<file path="src/rtl/rx_frame_ctrl.sv">
`default_nettype none
// ============================================================================
// Module      : rx_frame_ctrl
// Description : Receive-path controller. It turns frame_decode byte pulses
//               into a buffered, back-pressurable beat stream with first/last
//               framing and a folded error flag. It has an optional CRC_A
//               residue check, built only when RX_CRC_CHECK_EN is defined.
// Revision    : 1.0 - initial release
// ============================================================================
module rx_frame_ctrl #(
  parameter int FIFO_DEPTH = 4
) (
  input  logic       clk,
  input  logic       rst_n,
  input  logic       rx_enable,
  input  logic       soc,
  input  logic       eoc,
  input  logic       data_valid,
  input  logic       sequence_error,
  input  logic       parity_error,
  input  logic [7:0] data,
  input  logic [2:0] data_bits,
  output logic [7:0] out_data,
  output logic [2:0] out_data_bits,
  output logic       out_first,
  output logic       out_last,
  output logic       out_error,
  output logic       out_crc_ok,
  output logic       out_valid,
  input  logic       out_ready,
  output logic       rx_overrun
);

  localparam int                c_PTR_W   = (FIFO_DEPTH > 1) ? $clog2(FIFO_DEPTH) : 1;
  localparam int                c_ENTRY_W = 15;
  localparam logic [c_PTR_W:0]  c_FULL    = (c_PTR_W + 1)'(FIFO_DEPTH);

  typedef enum logic [1:0] {
    S_IDLE  = 2'd0,
    S_RECV  = 2'd1,
    S_FLUSH = 2'd2
  } state_t;

  state_t r_state;
  state_t w_state_nxt;

  // Staging and frame-status registers
  logic [7:0] r_stg_data;
  logic [2:0] r_stg_bits;
  logic       r_stg_valid;
  logic       r_first_pend;
  logic       r_err;
  logic       r_abort;
  logic       r_overrun;

  // Beat FIFO
  logic [c_ENTRY_W-1:0] r_mem [FIFO_DEPTH];
  logic [c_PTR_W-1:0]   r_wr_ptr;
  logic [c_PTR_W-1:0]   r_rd_ptr;
  logic [c_PTR_W:0]     r_count;

  logic                 w_full;
  logic                 w_empty;
  logic                 w_pop;
  logic                 w_push;
  logic [c_ENTRY_W-1:0] w_push_entry;
  logic [c_ENTRY_W-1:0] w_head;
  logic                 w_start;
  logic                 w_stage;
  logic                 w_byte_drop;
  logic                 w_frame_drop;
  logic                 w_dec_err;
  logic                 w_crc_ok;

  assign w_full  = (r_count == c_FULL);
  assign w_empty = (r_count == '0);
  assign w_pop   = !w_empty && out_ready;
  assign w_head  = r_mem[r_rd_ptr];

`ifdef RX_CRC_CHECK_EN
  logic [15:0] r_crc;
  logic [1:0]  r_full_cnt;
  logic        r_partial;

  function automatic logic [15:0] crc_a_byte(input logic [15:0] crc_in, input logic [7:0] d);
    logic [15:0] c;
    c = crc_in;
    for (int i = 0; i < 8; i++) begin
      if (c[0] ^ d[i]) c = (c >> 1) ^ 16'h8408;
      else             c = c >> 1;
    end
    return c;
  endfunction

  // Full-byte count saturates at 3: the check only needs "at least three".
  always_ff @(posedge clk or negedge rst_n) begin
    if (!rst_n) begin
      r_crc      <= 16'h6363;
      r_full_cnt <= 2'd0;
      r_partial  <= 1'b0;
    end else if (w_start) begin
      r_crc      <= 16'h6363;
      r_full_cnt <= 2'd0;
      r_partial  <= 1'b0;
    end else if (r_state == S_RECV && data_valid) begin
      if (data_bits == 3'd0) begin
        r_crc <= crc_a_byte(r_crc, data);
        if (r_full_cnt != 2'd3) r_full_cnt <= r_full_cnt + 2'd1;
      end else begin
        r_partial <= 1'b1;
      end
    end
  end

  assign w_crc_ok = (r_crc == 16'h0000) && (r_full_cnt == 2'd3) && !r_partial && !r_err;
`else
  assign w_crc_ok = 1'b0;
`endif

  always_comb begin
    w_state_nxt  = r_state;
    w_push       = 1'b0;
    w_push_entry = '0;
    w_start      = 1'b0;
    w_stage      = 1'b0;
    w_byte_drop  = 1'b0;
    w_frame_drop = 1'b0;
    w_dec_err    = 1'b0;
    case (r_state)
      S_IDLE: begin
        if (soc && rx_enable) begin
          w_start     = 1'b1;
          w_state_nxt = S_RECV;
        end
      end
      S_RECV: begin
        // After a decode error the frame is already lost; later bytes are ignored.
        if (data_valid && !r_abort) begin
          w_stage = 1'b1;
          if (r_stg_valid) begin
            if (w_full) begin
              w_byte_drop = 1'b1;
            end else begin
              w_push       = 1'b1;
              w_push_entry = {r_stg_data, r_stg_bits, r_first_pend, 1'b0, 1'b0, 1'b0};
            end
          end
        end
        if (sequence_error || parity_error) w_dec_err = 1'b1;
        if (eoc) w_state_nxt = S_FLUSH;
      end
      S_FLUSH: begin
        if (soc) w_frame_drop = 1'b1;
        if (!w_full) begin
          w_push      = 1'b1;
          w_state_nxt = S_IDLE;
          if (r_stg_valid)
            w_push_entry = {r_stg_data, r_stg_bits, r_first_pend, 1'b1, r_err, w_crc_ok};
          else
            w_push_entry = {8'h00, 3'd0, r_first_pend, 1'b1, 1'b1, 1'b0};
        end
      end
      default: w_state_nxt = S_IDLE;
    endcase
  end

  always_ff @(posedge clk or negedge rst_n) begin
    if (!rst_n) begin
      r_state      <= S_IDLE;
      r_stg_data   <= 8'h00;
      r_stg_bits   <= 3'd0;
      r_stg_valid  <= 1'b0;
      r_first_pend <= 1'b0;
      r_err        <= 1'b0;
      r_abort      <= 1'b0;
      r_overrun    <= 1'b0;
    end else begin
      r_state   <= w_state_nxt;
      r_overrun <= w_byte_drop | w_frame_drop;
      if (w_start) begin
        r_stg_valid  <= 1'b0;
        r_first_pend <= 1'b1;
        r_err        <= 1'b0;
        r_abort      <= 1'b0;
      end else if (r_state == S_RECV) begin
        if (w_stage) begin
          r_stg_data  <= data;
          r_stg_bits  <= data_bits;
          r_stg_valid <= 1'b1;
        end
        if (w_push)      r_first_pend <= 1'b0;
        if (w_byte_drop) r_err        <= 1'b1;
        // A byte with a decode error is discarded, so the frame ends on an empty error beat.
        if (w_dec_err) begin
          r_err       <= 1'b1;
          r_abort     <= 1'b1;
          r_stg_valid <= 1'b0;
        end
      end else if (r_state == S_FLUSH && w_push) begin
        r_stg_valid <= 1'b0;
      end
    end
  end

  always_ff @(posedge clk) begin
    if (w_push) r_mem[r_wr_ptr] <= w_push_entry;
  end

  always_ff @(posedge clk or negedge rst_n) begin
    if (!rst_n) begin
      r_wr_ptr <= '0;
      r_rd_ptr <= '0;
      r_count  <= '0;
    end else begin
      if (w_push) r_wr_ptr <= r_wr_ptr + 1'b1;
      if (w_pop)  r_rd_ptr <= r_rd_ptr + 1'b1;
      case ({w_push, w_pop})
        2'b10:   r_count <= r_count + 1'b1;
        2'b01:   r_count <= r_count - 1'b1;
        default: r_count <= r_count;
      endcase
    end
  end

  // Outputs are forced to zero while empty so reset and idle look clean.
  assign out_valid     = !w_empty;
  assign out_data      = w_empty ? 8'h00 : w_head[14:7];
  assign out_data_bits = w_empty ? 3'd0  : w_head[6:4];
  assign out_first     = !w_empty && w_head[3];
  assign out_last      = !w_empty && w_head[2];
  assign out_error     = !w_empty && w_head[1];
  assign out_crc_ok    = !w_empty && w_head[0];
  assign rx_overrun    = r_overrun;

endmodule
`default_nettype wire

</file>
<file path="config.mk">
export PLATFORM = sky130hd
export DESIGN_NAME = rx_frame_ctrl
export DESIGN_NICKNAME = d
export VERILOG_FILES = /design/src/rtl/rx_frame_ctrl.sv
export SDC_FILE = /design/constraint.sdc
export NUM_CORES = 1
export LEC_CHECK = 0
export ABC_AREA = 0
export CAP_MARGIN = 20
export CORE_ASPECT_RATIO = 0.5
export CORE_MARGIN = 2
export CORE_UTILIZATION = 45
export DETAILED_ROUTE_END_ITERATION = 8
export GPL_TIMING_DRIVEN = 1
export PLACE_DENSITY = 0.66
export SETUP_SLACK_MARGIN = 0.05
export SYNTH_ARGS = -nofsm -noshare
export SYNTH_HDL_FRONTEND = slang
export SYNTH_SLANG_ARGS = --single-unit
</file>
<file path="constraint.sdc">
create_clock -name clk -period 4.48 [get_ports clk]
set_clock_uncertainty 0.05 [all_clocks]
set_input_delay 0.896 -clock clk [delete_from_list [all_inputs] [get_ports clk]]
set_output_delay 0.896 -clock clk [all_outputs]
set_load 0.02 [all_outputs]
</file>
## Yosys cells after proc, flatten, opt, wreduce, memory -nomap -nowiden

Memory sizes are Yosys's and may differ from the RTL's.
Index checks and enable logic that the tools add are counted.

| storage, ports and cells | value |
|---|---|
| memories | 1 |
| bits in registers | 25 |
| word-level logic and storage cells | 98 |
| bits of input ports | 20 |
| output and inout port bits | 17 |
| RAM bits | 60 |

Memory list:

| name | words | width | read ports | clocked after Yosys merged registers in | wr ports | RTL line | RTL |
|---|---|---|---|---|---|---|---|
| r_mem | 4 | 15 | 1 | 0 | 1 | 57 | `logic [c_ENTRY_W-1:0] r_mem [FIFO_DEPTH];` |

| operators by class | value |
|---|---|
| mux-type cells | 46 |
| reduce and logical (&&, ||, !) cells | 25 |
| bitwise logic cells | 2 |
| equal/unequal tests | 9 |
| $add $sub $neg | 4 |

Operators with widths:

| operator | number |
|---|---|
| 15-bit two-way mux | 5 |
| 1-bit two-way mux | 32 |
| 15-bit one-hot mux with 2 select lines | 1 |
| 1-bit logical AND | 8 |
| 8-bit two-way mux | 1 |
| 2-bit AND reduction | 4 |
| 2-bit nonzero test | 4 |
| 2-bit two-way mux | 3 |
| 2-bit inequality test, second input constant | 3 |
| 2-bit one-hot mux with 3 select lines | 1 |
| 3-bit one-hot mux with 2 select lines | 1 |
| 3-bit AND reduction | 2 |
| 3-bit nonzero test | 2 |
| 2-bit by 1-bit adder with 2-bit output, second input constant | 2 |
| 2-bit by 1-bit == test with 1-bit output, second input constant | 2 |
| 2-bit == test, second input constant | 2 |
| 4-bit inequality test, second input constant | 1 |
| 3-bit by 1-bit adder with 3-bit output, second input constant | 1 |
| 3-bit == test, second input constant | 1 |
| 3-bit logical NOT | 1 |
| 3-bit two-way mux | 1 |
| 3-bit by 1-bit subtractor with 3-bit output, second input constant | 1 |
| 1-bit logical NOT | 2 |
| 2-bit logical NOT | 1 |
| other kinds (4) | 4 |

## Logic depth before layout (Yosys ltp)

Gate-level depths: netlist of run 1.

| logic depth | value |
|---|---|
| depth in word-level cells | 9 |
| mapped depth | 12 |
| depth with buffers taken out | 11 |

## Least setup slack after synthesis of run 1

Ideal clock, no wire load.

| timing path | value |
|---|---|
| path type | input -> register |
| from | input data_valid |
| to | register r_count[1] |
| required time | 4.347 ns |
| path buffers | 0 |
| path slack | 2.117 ns |
| cell stages on the path | 7 |
| setup time | 0.083 ns |
| arrival | 2.231 ns |
| cells stage by stage | nand3b_2 > a211oi_4 > inv_1 > ha_1 > inv_1 > fa_1 > o21ai_0 |

| on the way | value |
|---|---|
| cells in the longest elaborated chain, start to end | 5 |

Ends and longest elaborated chain:

| element | RTL line | RTL |
|---|---|---|
| start, declared | 18 | `input logic data_valid,` |
| 1-bit logical AND * | 138 | `if (data_valid && !r_abort) begin` |
| 1-bit two-way mux * | 138 |  |
| 1-bit one-hot mux with 2 select lines * | 129 | `case (r_state)` |
| 2-bit by 1-bit == test with 1-bit output / 2-bit == test (equally long branches) | 217 | `case ({w_push, w_pop})` |
| 3-bit one-hot mux with 2 select lines / 2-bit nonzero test (equally long branches) | n/a |  |
| end signal, assigned | 218 | `2'b10: r_count <= r_count + 1'b1;` |
| end signal, assigned | 219 | `2'b01: r_count <= r_count - 1'b1;` |
| end signal, assigned | 220 | `default: r_count <= r_count;` |
| end, declared | 60 | `logic [c_PTR_W:0] r_count;` |

Mark *: on every way between the ends. The rest lies on a longest branch, timed or not.
A chain may end at the register's enable or synchronous reset.

## Worst setup path after layout of run 1

| timing path | value |
|---|---|
| from | register r_rd_ptr[0] |
| to | output out_last |

| on the way | value |
|---|---|
| cells in the longest elaborated chain, start to end | 2 |

Ends and longest elaborated chain:

| element | RTL line | RTL |
|---|---|---|
| start, declared | 59 | `logic [c_PTR_W-1:0] r_rd_ptr;` |
| start signal, assigned | 216 | `if (w_pop) r_rd_ptr <= r_rd_ptr + 1'b1;` |
| memory read 4 x 15 bit | n/a |  |
| 1-bit logical AND | 230 | `assign out_last = !w_empty && w_head[2];` |
| end, declared | 26 | `output logic out_last,` |

Every way passes these cells.

==> impl_metrics.csv, run 1 <==
group,metric,value,unit
outcome,status,"complete, no violations",
global_routing,globalRouteOverflowTotal,0,
global_routing,antenna_found_initial,0,
setup_path,rrSetupSlack,1970,ps
finish,layout_common_cells,"edfxtp_1 (56), clkdlybuf4s50_1 (35), and2_1 (30)",
floorplan,rows,22,
global_routing,grt_start_max_net_pins,26,
setup_path,crit_end,"out_last",
cts,cts_tree,"built",
power,p_leak,1.64,nW
detailed_routing,initialDrtViolationCount,77,
synthesis,yosysSeqAreaShare,66.0,%
synthesis,ys.warnings.count,0,
floorplan,dieHeight,66.3,um
finish,diodes,0,
power,vdd_drop_max,0.000236,V
finish,final-instance-count-excl-fill,351,
detailed_routing,drc,0,
synthesis,synth-simple-area-share,9.31,%
setup_path,reg2reg_depth,5,
cts,ctsHoldBuffers,0,
place,dp.cells,335,
setup_path,r2r_start,"r_state[1]$_DFFE_PN0P_",
setup_path,required,3530,ps
floorplan,dieWidth,129,um
global_routing,gr-usage-all-layers,16.1,%
setup_path,critical_path_class,"register to output pin",
sta,setup_slack,1020,ps
setup_path,timing.rr.end,"r_mem[1][8]$_DFFE_PP_",
sta,slew_viol_final,0,
sta,hold_viol,0,
cts,clockBufferDepth,2,
detailed_routing,antenna_left,0,
synthesis,synth-seq-cells,81,
finish,drive_gt1_share,19.2,%
cts,clock-sinks,81,
global_routing,grt_first_pass_wirelength,9980,um
detailed_routing,wl,6020,um
synthesis,synth.avg_cell_area,16.6,um^2
synthesis,synth_edf_count,56,
detailed_routing,wl_met3,171,um
floorplan,core_area,7430,um^2
power,powerDensity,584,nW/um^2
finish,fin_nets,279,
synthesis,synth_xor_area_share,1.50,%
sta,timing.fmax,0.289,GHz
setup_path,startpoint_type,"register",
finish,seqCellArea,2310,um^2
detailed_routing,wl_met1,2760,um
place,gp_congestion,0.744,
sta,fin_tns_setup,0,ps
detailed_routing,dr.max_layer_used,"met4",
place,dp_hpwl,3980,um
setup_path,critPathSlowestCell,"dfrtp_1",
synthesis,async_flop_share,30.9,%
min_path,hp-class,"register to register",
cts,worstSkewPairLatency,320,ps
finish,multi_input_area,1070,um^2
cts,htreeDepth,3,
job,drv_cap,0,
synthesis,syn_nets,240,
min_path,worstHoldStart,"r_stg_data[1]$_DFFE_PN0P_",
finish,final_common_cell,"edfxtp_1",
floorplan,die_area,8530,um^2
cts,numCtsBuffers,9,
cts,cts_resized,0,
detailed_routing,dr.pass1.iters,4,
sta,setup_violations,0,
setup_path,worstPathMaxFanout,9,
sta,rsz0062_at_grt,"no",
detailed_routing,wl_met2,3030,um
floorplan,start_util,47.0,%
sta,slew_headroom,44.4,%
synthesis,netlist_instances,211,
finish,fill_cells,574,
cts,post-cts-setup-buffers,0,
floorplan,num_io_pins,37,
setup_path,crit_path_start,"r_rd_ptr[0]$_DFFE_PN0P_",
sta,tightest_slew,834,ps
finish,area_growth,20.5,%
sta,fin_crit,3460,ps
synthesis,synth_top_family_by_area,"multiplexers",
sta,hold_ws,446,ps
synthesis,synth_compound_area_share,3.01,%
synthesis,muxShareOfSynthArea,13.3,%
setup_path,cp_cell_sequence,"buf_4 -> mux4_2 -> and2_1 -> clkdlybuf4s50_1",
setup_path,crit_path_end_kind,"output pin",
synthesis,synth_top_flop_cell,"edfxtp_1",
detailed_routing,wl_per_cell,17.1,um
setup_path,cp_data_arrival_time,2520,ps
setup_path,slowest_delay,650,ps
global_routing,first_global_vias,1965,
synthesis,yosysUniqueCellTypes,37,
place,place.port_buffers,35,
sta,min_period_over_period,77.3,%
place,pre_cts_ws,1290,ps
synthesis,synth_fa_ha_area_share,3.44,%
cts,root_buffer,"clkbuf_16",
synthesis,syn_area,3490,um^2
cts,clk_pin_slew,60,ps
detailed_routing,viasPerCell,5.14,
detailed_routing,num_vias,1804,
==> synthesized netlist by cell type (3+ instances only) <==
library cell / instances / share of area, %
ha_1: 8 / 2.9
mux2_2: 12 / 3.9
a21oi_1: 4 / 0.57
nand2_1: 4 / 0.43
xnor2_1: 3 / 0.75
inv_1: 11 / 1.2
dfrtp_1: 25 / 18
buf_2: 3 / 0.43
edfxtp_1: 56 / 48
nand3_1: 3 / 0.43
buf_6: 3 / 0.97
mux4_2: 14 / 9.0
and2_1: 30 / 5.4
xor2_1: 3 / 0.75
nor2_1: 7 / 0.75
==> kinds of logic (layout without fill, tap and decap cells) <==
family | count (synthesis) | count (layout)
multiplexers | 27 | 27
buffers and inverters | 21 | 65
XOR/XNOR | 6 | 6
AO/OA/AOI/OAI | 13 | 13
flip-flops | 81 | 81
adder cells (fa/ha/maj) | 9 | 9
AND/OR/NAND/NOR | 53 | 53
other | 1 | 1
==> layout make-up <==
type / instances / share of cell area [%]
sequential: 81 / 54.8
multi-input combinational: 109 / 25.5
timing repair buffer: 38 / 8.86
clock buffer: 10 / 5.44
tap: 96 / 2.85
clock inverter: 6 / 1.58
inverter: 11 / 0.981
==> state kept, by name, indices dropped and copies added (netlist names) <==
name	cells
r_stg_data	8
r_stg_valid	1
r_err	1
r_first_pend	1
r_count	3
r_mem	56
r_abort	1
r_state	2
r_stg_bits	3
r_rd_ptr	2
rx_overrun	1
r_wr_ptr	2
==> stage by stage <==
stage	utilization (%)	total power, mW	area (um^2)
final	56.6	2.46	4210
after CTS	56.6	2.49	4210
after floorplan	-	1.55	3490
after global placement	52.7	1.75	3910
after global routing	56.6	2.61	4210
after detailed placement	52.7	1.78	3910
==> critical path: cells and delay by family, from the launching register on <==
| family | cells | cell delay [ps] |
|---|---|---|
| buffers and inverters | 2 | 840 |
| AND/OR/NAND/NOR | 1 | 180 |
| multiplexers | 1 | 520 |
| flip-flops | 1 | 650 |
==> how the worst min path moves through the flow <==
stage | to | slack, ps | depth (start not counted)
5_1_grt | r_stg_data[3]$_DFFE_PN0P_ | 470 | 1
2_1_floorplan | r_count[2]$_DFFE_PN0P_ | 420 | 1
3_3_place_gp | r_stg_data[1]$_DFFE_PN0P_ | 430 | 1
3_5_place_dp | r_stg_data[1]$_DFFE_PN0P_ | 440 | 1
4_1_cts | r_stg_data[1]$_DFFE_PN0P_ | 450 | 1
6_report | r_stg_data[1]$_DFFE_PN0P_ | 450 | 1
==> layer usage <==
metal  GRT usage, %  vias to the layer above
li1               -                      845
met1           21.1                      921
met2           26.9                       31
met3           4.61                        7
met4           4.48                        0
met5              0                        -
==> power breakdown <==
group / switching, mW / total (mW) / internal (mW)
clock network: 0.272 / 0.704 / 0.432
logic: 0.330 / 0.717 / 0.386
registers: 0.119 / 1.04 / 0.920
Note: power is estimated with default switching activity, not from simulation.
==> inputs of run 2 (changes only) <==
--- a/config.mk
+++ b/config.mk
@@ -12,7 +12,7 @@
 export CORE_UTILIZATION = 45
 export DETAILED_ROUTE_END_ITERATION = 8
 export GPL_TIMING_DRIVEN = 1
-export PLACE_DENSITY = 0.66
+export PLACE_DENSITY = 0.68
 export SETUP_SLACK_MARGIN = 0.05
 export SYNTH_ARGS = -nofsm -noshare
 export SYNTH_HDL_FRONTEND = slang
==> constraint.sdc (replaced) <==
create_clock -name clk -period 2.9 [get_ports clk]
set_clock_uncertainty 0.05 [all_clocks]
set_input_delay 0.58 -clock clk [delete_from_list [all_inputs] [get_ports clk]]
set_output_delay 0.58 -clock clk [all_outputs]
set_load 0.02 [all_outputs]
==> run 2 against run 1 <==
Sequential power up 49%. Global-route usage up 0.13 points. Critical path depth unchanged.
==> impl_metrics.csv, run 2 (synthesized netlist as in run 1, its figures left out) <==
group,metric,value,unit
outcome,status,"complete, no violations",
sta,timing.fmax,0.365,GHz
cts,worstSkewPairLatency,330,ps
setup_path,crit_path_end_kind,"output pin",
place,dp_hpwl,3910,um
place,gp_congestion,0.716,
global_routing,globalRouteOverflowTotal,0,
place,placed_area,3980,um^2
finish,final_common_cell,"edfxtp_1",
setup_path,required,2270,ps
place,place.port_buffers,35,
power,p_leak,1.69,nW
sta,hold_viol,0,
detailed_routing,dr.pass1.iters,4,
sta,slew_viol_final,0,
setup_path,cp_data_arrival_time,2110,ps
cts,root_buffer,"clkbuf_16",
floorplan,rows,22,
global_routing,grt_start_max_net_pins,26,
floorplan,die_area,8530,um^2
finish,drive_gt1_share,21.4,%
setup_path,startpoint_type,"register",
job,drv_cap,0,
min_path,hp-class,"register to register",
power,vdd_drop_max,0.000357,V
floorplan,num_io_pins,37,
cts,htreeDepth,3,
detailed_routing,drc,0,
finish,postLayoutCoreUtil,57.6,%
global_routing,first_global_vias,1979,
finish,fin_nets,286,
cts,clockBufferDepth,2,
cts,numCtsBuffers,9,
finish,area_growth,22.6,%
cts,clock-sinks,81,
detailed_routing,viasPerCell,5.07,
detailed_routing,initialDrtViolationCount,95,
global_routing,antenna_found_initial,0,
finish,largest_registers,"r_mem x56, r_stg_data x8",
finish,final_area,4280,um^2
place,pre_cts_ws,331,ps
power,powerDensity,904,nW/um^2
finish,top_register,"r_mem",
cts,ctsHoldBuffers,0,
floorplan,dieWidth,129,um
detailed_routing,antenna_left,0,
finish,largest_register_ffs,56,
detailed_routing,wl_per_cell,16.8,um
sta,fin_tns_setup,0,ps
setup_path,worstPathMaxFanout,16,
sta,setup_violations,0,
cts,clk_pin_slew,60,ps
detailed_routing,num_vias,1815,
sta,min_period_over_period,94.4,%
setup_path,critical_path_class,"register to output pin",
floorplan,start_util,47.0,%
sta,fin_crit,2740,ps
global_routing,gr-usage-all-layers,16.3,%
sta,setup_slack,162,ps
finish,layout_common_cells,"edfxtp_1 (56), clkdlybuf4s50_1 (35), and2_1 (30)",
detailed_routing,wl,6030,um
cts,cts_tree,"built",
floorplan,dieHeight,66.3,um
finish,diodes,0,
floorplan,core_area,7430,um^2
global_routing,grt_first_pass_wirelength,9960,um
setup_path,rrSetupSlack,570,ps
sta,rsz0062_at_grt,"no",
run 2: cell count changes in the layout (fill, tap and decap cells not counted), sizes merged:
cell / delta
buf: +7
clkbuf: +3
clkinvlp: -2
inv: -1
run 2: layout make-up:
cell class / instances / area [um^2]
Sequential cell: 81 / 2310
Clock buffer: 13 / 260
Clock inverter: 3 / 38.8
Multi-Input combinational cell: 109 / 1080
Tap cell: 96 / 120
Fill cell: 566 / 3150
Timing Repair Buffer: 45 / 438
Inverter: 11 / 41.3
run 2: worst max-delay path, cell delays in order, from the launching register on:
cell and delay (ps):
dfrtp_1 370, buf_12 190, mux4_2 530, and2_1 170, clkdlybuf4s50_1 530
run 2: per-layer routing:
layer	GRT usage, %	wire length (um)	share of wire, %
met1	19.8	2680	44
met2	28.3	3080	51
met3	4.77	209	3.5
met4	5.57	53	0.88
met5	0	0	0
run 2: power breakdown:
group | internal, mW | leakage, nW | switching, mW
logic | 0.641 | 0.650 | 0.566
clock network | 0.709 | 0.147 | 0.404
registers | 1.42 | 0.895 | 0.129
run 2: repair_timing:
action	in CTS	in global routing
buffers inserted	0	0
endpoints found under the setup margin	14	0
gates resized for setup	1	0
run 2: metrics by stage:
| stage | instances | hold WS (ps) | power, mW |
|---|---|---|---|
| floorplan | 211 | 234 | 2.39 |
| global placement | 342 | 433 | 2.75 |
| detailed placement | 342 | 439 | 2.79 |
| CTS | 358 | 454 | 3.92 |
| global route | 358 | 482 | 4.11 |
| finish | 358 | 453 | 3.87 |
run 2: worst paths after layout:
| path | startpoint | to | cells after the start |
|---|---|---|---|
| max in group asynchronous | rst_n | r_wr_ptr[0]$_DFFE_PN0P_ | 2 |
| hold / removal | r_stg_data[1]$_DFFE_PN0P_ | r_stg_data[1]$_DFFE_PN0P_ | 1 |
| min in group asynchronous | rst_n | r_stg_bits[0]$_DFFE_PN0P_ | 2 |
| setup reg to reg | r_state[0]$_DFFE_PN0P_ | r_count[2]$_DFFE_PN0P_ | 11 |
| hold reg to reg | r_stg_data[1]$_DFFE_PN0P_ | r_stg_data[1]$_DFFE_PN0P_ | 1 |
| setup / recovery | r_rd_ptr[0]$_DFFE_PN0P_ | out_data[3] | 4 |
